===== config.mk =====
export PLATFORM = sky130hd
export DESIGN_NAME = bus_protocol_monitor_flat
export DESIGN_NICKNAME = d
export VERILOG_FILES = /design/src/rtl/bus_protocol_monitor_if.sv /design/src/rtl/bus_protocol_monitor.sv /design/src/flat_wrapper.sv
export SDC_FILE = /design/constraint.sdc
export NUM_CORES = 1
export LEC_CHECK = 0
export BUFFER_PORTS_ARGS = -buffer_cell sky130_fd_sc_hd__buf_4
export CORE_ASPECT_RATIO = 1.5
export CORE_UTILIZATION = 45
export CTS_BUF_LIST = sky130_fd_sc_hd__clkbuf_8
export CTS_CLUSTER_SIZE = 12
export DETAILED_ROUTE_END_ITERATION = 10
export GPL_ROUTABILITY_DRIVEN = 1
export PLACE_DENSITY_LB_ADDON = 0.15
export SETUP_SLACK_MARGIN = 0.05
export SLEW_MARGIN = 15
export SYNTH_ARGS = -nofsm -noshare
export SYNTH_HDL_FRONTEND = slang
export SYNTH_SLANG_ARGS = --single-unit

===== constraint.sdc =====
create_clock -name clk -period 2 [get_ports clk]
set_clock_uncertainty 0.1 [all_clocks]
set_input_delay 0.4 -clock clk [delete_from_list [all_inputs] [get_ports clk]]
set_output_delay 0.4 -clock clk [all_outputs]
set_load 0.005 [all_outputs]

===== src/rtl/bus_protocol_monitor_if.sv =====
// Bundle of the monitored bus signals for all channels. The bus model drives
// through the master modport; the protocol monitor only observes via slave.
interface bus_protocol_monitor_if #(
    parameter int unsigned NUM_CH = 2,
    parameter int unsigned DATA_W = 8
) ();
    logic [NUM_CH-1:0]        active;
    logic [NUM_CH-1:0]        ready;
    logic [NUM_CH-1:0]        data_oe;
    logic [NUM_CH*DATA_W-1:0] data;

    modport master (output active, output ready, output data_oe, output data);
    modport slave  (input active, input ready, input data_oe, input data);
endinterface


===== src/rtl/bus_protocol_monitor.sv =====
// Passive multi-channel handshake checker. Each channel keeps a short history
// of active/ready and flags four rules: data driven outside a transfer, stall
// timeout, ready raised from idle, and ready raised right after active fell.
module bus_protocol_monitor #(
    parameter int unsigned NUM_CH    = 2,
    parameter int unsigned DATA_W    = 8,
    parameter int unsigned STALL_MAX = 5,
    parameter int unsigned CNT_W     = 8
) (
    input  logic                       clk,
    input  logic                       rst_n,
    input  logic                       mon_en,
    input  logic                       clr,
    bus_protocol_monitor_if.slave      bus,
    output logic [NUM_CH-1:0]          err_pulse,
    output logic [4*NUM_CH-1:0]        err_sticky,
    output logic [NUM_CH*CNT_W-1:0]    err_cnt,
    output logic [NUM_CH*CNT_W-1:0]    beat_cnt,
    output logic [NUM_CH*DATA_W-1:0]   last_data
);
    localparam int unsigned SW = $clog2(STALL_MAX + 1);
    localparam logic [SW-1:0] StallMax = SW'(STALL_MAX);
    localparam logic [CNT_W-1:0] CntMax = '1;

    logic [NUM_CH-1:0]             prev_valid_q, prev_valid_d;
    logic [NUM_CH-1:0]             act_q, act_d;
    logic [NUM_CH-1:0]             rdy_q, rdy_d;
    logic [NUM_CH-1:0]             fell_q, fell_d;
    logic [NUM_CH-1:0][SW-1:0]     stall_cnt_q, stall_cnt_d;
    logic [NUM_CH-1:0]             err_pulse_q, err_pulse_d;
    logic [NUM_CH-1:0][3:0]        err_sticky_q, err_sticky_d;
    logic [NUM_CH-1:0][CNT_W-1:0]  err_cnt_q, err_cnt_d;
    logic [NUM_CH-1:0][CNT_W-1:0]  beat_cnt_q, beat_cnt_d;
    logic [NUM_CH-1:0][DATA_W-1:0] last_data_q, last_data_d;

    logic [NUM_CH-1:0][3:0]        viol;
    logic [NUM_CH-1:0]             beat;

    // Rule evaluation on the current sample; bit r-1 of viol[c] is rule r.
    always_comb begin
        viol = '0;
        beat = '0;
        for (int unsigned c = 0; c < NUM_CH; c++) begin
            if (mon_en) begin
                viol[c][0] = (!bus.active[c] || !bus.ready[c]) && bus.data_oe[c];
                viol[c][1] = prev_valid_q[c] && (stall_cnt_q[c] == StallMax) && bus.active[c];
                viol[c][2] = prev_valid_q[c] && !act_q[c] && !rdy_q[c] && bus.ready[c];
                viol[c][3] = prev_valid_q[c] && fell_q[c] && bus.ready[c];
                beat[c]    = bus.active[c] && bus.ready[c] && bus.data_oe[c];
            end
        end
    end

    // Next-state for history, flags and counters; clr wins over same-cycle updates.
    always_comb begin
        prev_valid_d = prev_valid_q;
        act_d        = act_q;
        rdy_d        = rdy_q;
        fell_d       = fell_q;
        stall_cnt_d  = stall_cnt_q;
        err_pulse_d  = err_pulse_q;
        err_sticky_d = err_sticky_q;
        err_cnt_d    = err_cnt_q;
        beat_cnt_d   = beat_cnt_q;
        last_data_d  = last_data_q;
        for (int unsigned c = 0; c < NUM_CH; c++) begin
            // History tracks the bus even while checking is disabled.
            prev_valid_d[c] = 1'b1;
            act_d[c]        = bus.active[c];
            rdy_d[c]        = bus.ready[c];
            fell_d[c]       = act_q[c] && !bus.active[c];
            if (bus.active[c] && !bus.ready[c]) begin
                stall_cnt_d[c] = (stall_cnt_q[c] == StallMax) ? StallMax
                                                              : stall_cnt_q[c] + SW'(1);
            end else begin
                stall_cnt_d[c] = '0;
            end

            err_pulse_d[c] = |viol[c];
            if (clr) begin
                err_sticky_d[c] = '0;
                err_cnt_d[c]    = '0;
                beat_cnt_d[c]   = '0;
            end else begin
                err_sticky_d[c] = err_sticky_q[c] | viol[c];
                if (|viol[c] && err_cnt_q[c] != CntMax) begin
                    err_cnt_d[c] = err_cnt_q[c] + CNT_W'(1);
                end
                if (beat[c] && beat_cnt_q[c] != CntMax) begin
                    beat_cnt_d[c] = beat_cnt_q[c] + CNT_W'(1);
                end
            end
            if (beat[c]) begin
                last_data_d[c] = bus.data[c*DATA_W +: DATA_W];
            end
        end
    end

    // State register with synchronous active-low reset.
    always_ff @(posedge clk) begin
        if (!rst_n) begin
            prev_valid_q <= '0;
            act_q        <= '0;
            rdy_q        <= '0;
            fell_q       <= '0;
            stall_cnt_q  <= '0;
            err_pulse_q  <= '0;
            err_sticky_q <= '0;
            err_cnt_q    <= '0;
            beat_cnt_q   <= '0;
            last_data_q  <= '0;
        end else begin
            prev_valid_q <= prev_valid_d;
            act_q        <= act_d;
            rdy_q        <= rdy_d;
            fell_q       <= fell_d;
            stall_cnt_q  <= stall_cnt_d;
            err_pulse_q  <= err_pulse_d;
            err_sticky_q <= err_sticky_d;
            err_cnt_q    <= err_cnt_d;
            beat_cnt_q   <= beat_cnt_d;
            last_data_q  <= last_data_d;
        end
    end

    assign err_pulse  = err_pulse_q;
    assign err_sticky = err_sticky_q;
    assign err_cnt    = err_cnt_q;
    assign beat_cnt   = beat_cnt_q;
    assign last_data  = last_data_q;
endmodule


===== src/flat_wrapper.sv =====
// flat-port wrapper written by rule: the top's interface ports become plain ports
module bus_protocol_monitor_flat 
#(
    parameter int unsigned NUM_CH    = 2,
    parameter int unsigned DATA_W    = 8,
    parameter int unsigned STALL_MAX = 5,
    parameter int unsigned CNT_W     = 8
)
  (clk, rst_n, mon_en, clr, err_pulse, err_sticky, err_cnt, beat_cnt, last_data, bus_active, bus_ready, bus_data_oe, bus_data);
  bus_protocol_monitor_if #(.NUM_CH(NUM_CH), .DATA_W(DATA_W)) bus_i ();
  input  logic clk;
  input  logic rst_n;
  input  logic mon_en;
  input  logic clr;
  output logic [NUM_CH-1:0] err_pulse;
  output logic [4*NUM_CH-1:0] err_sticky;
  output logic [NUM_CH*CNT_W-1:0] err_cnt;
  output logic [NUM_CH*CNT_W-1:0] beat_cnt;
  output logic [NUM_CH*DATA_W-1:0] last_data;
  input wire logic [$bits(bus_i.active)-1:0] bus_active;
  input wire logic [$bits(bus_i.ready)-1:0] bus_ready;
  input wire logic [$bits(bus_i.data_oe)-1:0] bus_data_oe;
  input wire logic [$bits(bus_i.data)-1:0] bus_data;
  assign bus_i.active = bus_active;
  assign bus_i.ready = bus_ready;
  assign bus_i.data_oe = bus_data_oe;
  assign bus_i.data = bus_data;
  bus_protocol_monitor #(.NUM_CH(NUM_CH), .DATA_W(DATA_W), .STALL_MAX(STALL_MAX), .CNT_W(CNT_W)) u_core (.clk(clk), .rst_n(rst_n), .mon_en(mon_en), .clr(clr), .bus(bus_i), .err_pulse(err_pulse), .err_sticky(err_sticky), .err_cnt(err_cnt), .beat_cnt(beat_cnt), .last_data(last_data));
endmodule

* After elaboration in Yosys (flattened, before gate mapping)
Cells that the tools add are included.
** Cells by class
- Reductions and logical operators :: 45
- Add/subtract/negate cells :: 6
- Eq/ne operators :: 6
- Bitwise gates (word level) :: 5
- Muxes and demuxes :: 7
** Operators with widths (count)
- adder 8 x 1 -> 8 bit (second input constant) :: 4
- inequality test 8 bit (second input constant) :: 4
- logical AND 1 bit :: 28
- zero test 1 bit :: 8
- 2-to-1 mux 4 bit :: 2
- OR 4 bit :: 2
- OR reduction 4 bit :: 2
- adder 3 x 1 -> 3 bit (second input constant) :: 2
- == test 3 bit (second input constant) :: 2
- 2-to-1 mux 3 bit :: 2
- OR reduction 3 bit :: 2
- AND reduction 2 bit :: 2
- inverter 1 bit :: 3
- logical OR 1 bit :: 2
- 2-to-1 mux 1 bit :: 2
- 2-to-1 mux 2 bit :: 1
- OR reduction 2 bit :: 1
** Storage, ports and cells
- Output and inout bits :: 58
- Input bits :: 26
- Bits in registers :: 72
- Logic and storage cells :: 86

* Logic depth before layout (Yosys ltp)
- Depth after elaboration :: 7
- Gate-level depth with buffers :: 8
- Mapped depth without buffers :: 7

* Worst setup path before layout
OpenSTA, ideal clock, no wires.
- Path type :: input port to flip-flop
- Start :: input mon_en
- End :: register u_core.err_cnt_q, in the netlist u_core.err_cnt[10]
- Stages on the path :: 7
- Buffers on the path :: 2
- Path slack :: 295 ps
- Data required time :: 1784 ps
- Library setup time :: 116 ps
- Data arrival time :: 1489 ps
- Cell sequence :: buf_4 -> nand3_2 -> o32a_1 -> a21oi_4 -> buf_6 -> a21oi_1 -> a31o_1
** Between the ends
- Word-level cells in the longest chain between the ends :: 3
** Ends and longest elaborated chain
- from (decl) :: line flat_wrapper.sv:13 : input logic mon_en;
- 2-to-1 mux 4 bit :: line bus_protocol_monitor.sv:44 : if (mon_en) begin
- OR reduction 4 bit :: line bus_protocol_monitor.sv:86 : if (|viol[c] && err_cnt_q[c] != CntMax) begin
- logical AND 1 bit :: line bus_protocol_monitor.sv:86
- to (signal assigned) :: line bus_protocol_monitor.sv:120 : err_cnt_q <= err_cnt_d;
- to (decl) :: line bus_protocol_monitor.sv:32 : logic [NUM_CH-1:0][CNT_W-1:0] err_cnt_q, err_cnt_d;
Every way passes these cells.
A chain may end at the register's enable or synchronous reset.

* Worst setup path after layout
- Start :: register u_core.err_cnt_q, in the netlist u_core.err_cnt[1]
- End :: register u_core.err_cnt_q, in the netlist u_core.err_cnt[7]
** Between the ends
- Word-level cells in the longest chain between the ends :: 2
- Elaborated cells between the ends (all ways) :: 3
- Those cells by class :: add/sub (1); eq/ne (1); reduce/logical (1)
** Ends and longest elaborated chain
- parallel branches: the longest is 2 deep, another holds adder 8 x 1 -> 8 bit
Parallel ways; which one is timed is not known.

==> run metrics <==
mean routed wirelength per cell 12.5 um; Net Sw Frac 0.222; synthesis-to-finish area growth 31.2%; hold path start bus_data[2]; clk_lat worst skew 0.34 ns; Die Width 68.4 um; vias in the first global route 2,446; Post-Syn Instances 343; Hold-fix buffers, CTS 0; TritonRoute pass-1 iters 4; routed wire length 6430 um; CTS clk-pin slew, worst paths 0.07 ns; n_diodes 0; Seq pwr share 0.522; WP data required 2.14 ns; Root Driver clkbuf_8; Synth Net Count 377; initial DRC count 75; startpoint types register; die area 6950 sq um; Core Region 6260 sq um; Routed Antenna Nets 0; crit path cell chain ha_1 > nand2_1 > nor4_1 > a31oi_2 > buf_4 > and3_1 > o21a_1; setup_tns 0 ns; sequential area share after synthesis 0.477; post-CTS setup buffers 0; synthesized flop and latch total 71; share of the synthesized area in the top cell type 0.477; M1 wire length 2710 um; Hold Path Stages 3; DR DRC count 0; Hold Worst Slack 0.209 ns; global-route wire length before repair 10,300 um; met2 wire len 3130 um; Least-Margin Pin Slew 0.384 ns; Data arrival, critical path 1.92 ns; share of layout cells above drive strength 1 0.264; Mean Syn Cell Area 8.68 sq um; CTS tree built; depth of the most critical reg-to-reg path 7; Internal Power 2.16 mW; Starting Density 0.476; Final Max Tran Viols 0; Num CTS Buffers 9; top post-synthesis cells by area dfxtp_1 (48%), nand2_1 (6.4%), nor2_1 (4.4%); power share of the combinational group 0.068; Overall Power 2.78 mW; IO Count 84; Switch Pwr 0.616 mW; largest area contributor in the netlist dfxtp_1; LEAKAGE 1.63 nW; count of cell types in the netlist 42; Post-DP HPWL 4760 um; clk buf depth 2; # clock sinks 71; max-cap violation count 0; initial antenna violation count 0; Die Height 102 um; RR Startpoint u_core.err_cnt[1]$_SDFFE_PP0P_; power per cell area 710 nW/um^2; top routing layer used met4; crit path kind register to register; I/O Buffers 83; Final Core Density 0.624; # H-tree levels 3; metal3 WL 409 um; grt ovf 0; RSZ-0062 raised after global routing false; mapped cell area 2980 sq um; vias per cell 5.09; largest net degree at the start of global routing 20; Final Critical Period 1.78 ns; Worst Hold End u_core.last_data[2]$_SDFFE_PN0P_; R2R Path End u_core.err_cnt[7]$_SDFFE_PP0P_; endpoints failing hold 0; worst rel slew slack 0.743; FP Rows 35; outcome finished clean; top fanout value on the critical path 12; Worst Setup End Kind register; Tcrit/Tclk final 0.889; Finished Cell Area 3910 sq um; Area after DPL 3710 sq um; Final Wtd Congestion 0.750; CTS resizes 0; R2R Setup Slk 0.22 ns; fmax 563 MHz; CP max stage cell dfxtp_1; yosys warns 0; nets 470; clock share of power 0.410; worst vdd ir 397 uV; setup violators final 0; gr usage total 0.198; DR vias 2,615; slowest cell delay on critical path 0.38 ns; Worst Hold Class input port to register
## metal layers
metal,up-vias,track usage
met2,68,0.342
met1,1187,0.210
li1,1347,-
met4,0,0.127
met3,13,0.0417
met5,-,0
## flip-flops by register name (all words and copies together) (netlist names)
name	count
u_core.stall_cnt_q	6
u_core.rdy_q	2
u_core.fell_q	2
u_core.err_pulse	2
u_core.err_sticky	8
u_core.err_cnt	16
u_core.beat_cnt	16
u_core.act_q	2
u_core.prev_valid_q	1
u_core.last_data	16
## worst max-delay path: cells and delay by family (launching register included)
family | cells | cell delay, ns
buffers and inverters | 1 | 0.19
AND/OR/NAND/NOR | 3 | 0.56
adder cells (fa/ha/maj) | 1 | 0.23
flip-flops | 1 | 0.38
AO/OA/AOI/OAI | 2 | 0.23
## cell type report
cell class              instances  area [sq um]
flip-flops and latches         71          1420
clock inverters                 4          45.0
fillers                       571          2350
inverters                      16          60.1
repair buffers                 94           706
well taps                      74          92.6
multi-input cells             244          1430
clock buffers                  11           151
## stage by stage
step	std cells	worst slack, ns
after floorplan	343	0.295
after global placement	499	0.209
after detailed placement	499	0.191
after CTS	514	0.208
after global routing	514	0.0921
final	514	0.222
## power groups by stage
stage	clock, mW	sequential (mW)	combinational [mW]
floorplan	0	1.48	0.0910
global placement	0	1.48	0.187
detailed placement	0	1.48	0.190
CTS	1.17	1.45	0.191
global route	1.23	1.45	0.208
finish	1.14	1.45	0.188
## placed cells by master (no fill, tap or decap), types with 3 or more instances in the layout
master	count
buf_4	94
dfxtp_1	71
nand2_1	51
nor2_1	35
nand3_1	19
a21boi_0	17
inv_1	16
a21oi_1	16
nor3_1	12
xnor2_1	12
and3_1	11
clkbuf_8	11
ha_1	8
a21o_1	7
and2_1	6
nand4_1	6
a31oi_1	4
o21ai_1	4
nand2b_1	3
o21ai_0	3
mux2i_1	3
clkinv_2	3
## cells by family (layout without fill, tap and decap cells)
group	after synthesis	in the layout	share of synthesized area
and+or+nand+nor	157	157	0.253
AOI/OAI and AO/OA	62	62	0.143
DFF	71	71	0.477
adders and majority gates	8	8	0.0336
xor gates and xnor gates	14	14	0.0412
muxes	3	3	0.0101
buffers and inverters	28	125	0.0420
## cells in the mapped netlist, drive strengths merged
library cell,n
inv,16
o21ai,9
a311oi,1
ha,8
nand3,20
nor3b,2
nor3,12
or3,2
nor2b,2
and3,11
and3b,1
dfxtp,71
o21a,2
xor2,2
a21o,7
a31o,2
and4,2
a21oi,17
nand2,51
nand2b,3
xnor2,12
nor2,35
o32a,1
a31oi,5
a21boi,18
buf,5
mux2i,3
nor4,1
or4b,1
and2,7
clkbuf,7
nand4,7
## how the worst max path moves through the flow
stage                                           end                           start  cells past startpoint
floorplan           u_core.err_cnt[10]$_SDFFE_PP0P_                          mon_en                      7
global placement     u_core.err_cnt[3]$_SDFFE_PP0P_                          mon_en                      6
detailed placement   u_core.err_cnt[3]$_SDFFE_PP0P_                          mon_en                      6
CTS                  u_core.err_cnt[7]$_SDFFE_PP0P_  u_core.err_cnt[1]$_SDFFE_PP0P_                      7
global route         u_core.err_cnt[7]$_SDFFE_PP0P_  u_core.err_cnt[1]$_SDFFE_PP0P_                      7
finish               u_core.err_cnt[7]$_SDFFE_PP0P_  u_core.err_cnt[1]$_SDFFE_PP0P_                      7
Note: power is estimated with default switching activity, not from simulation.
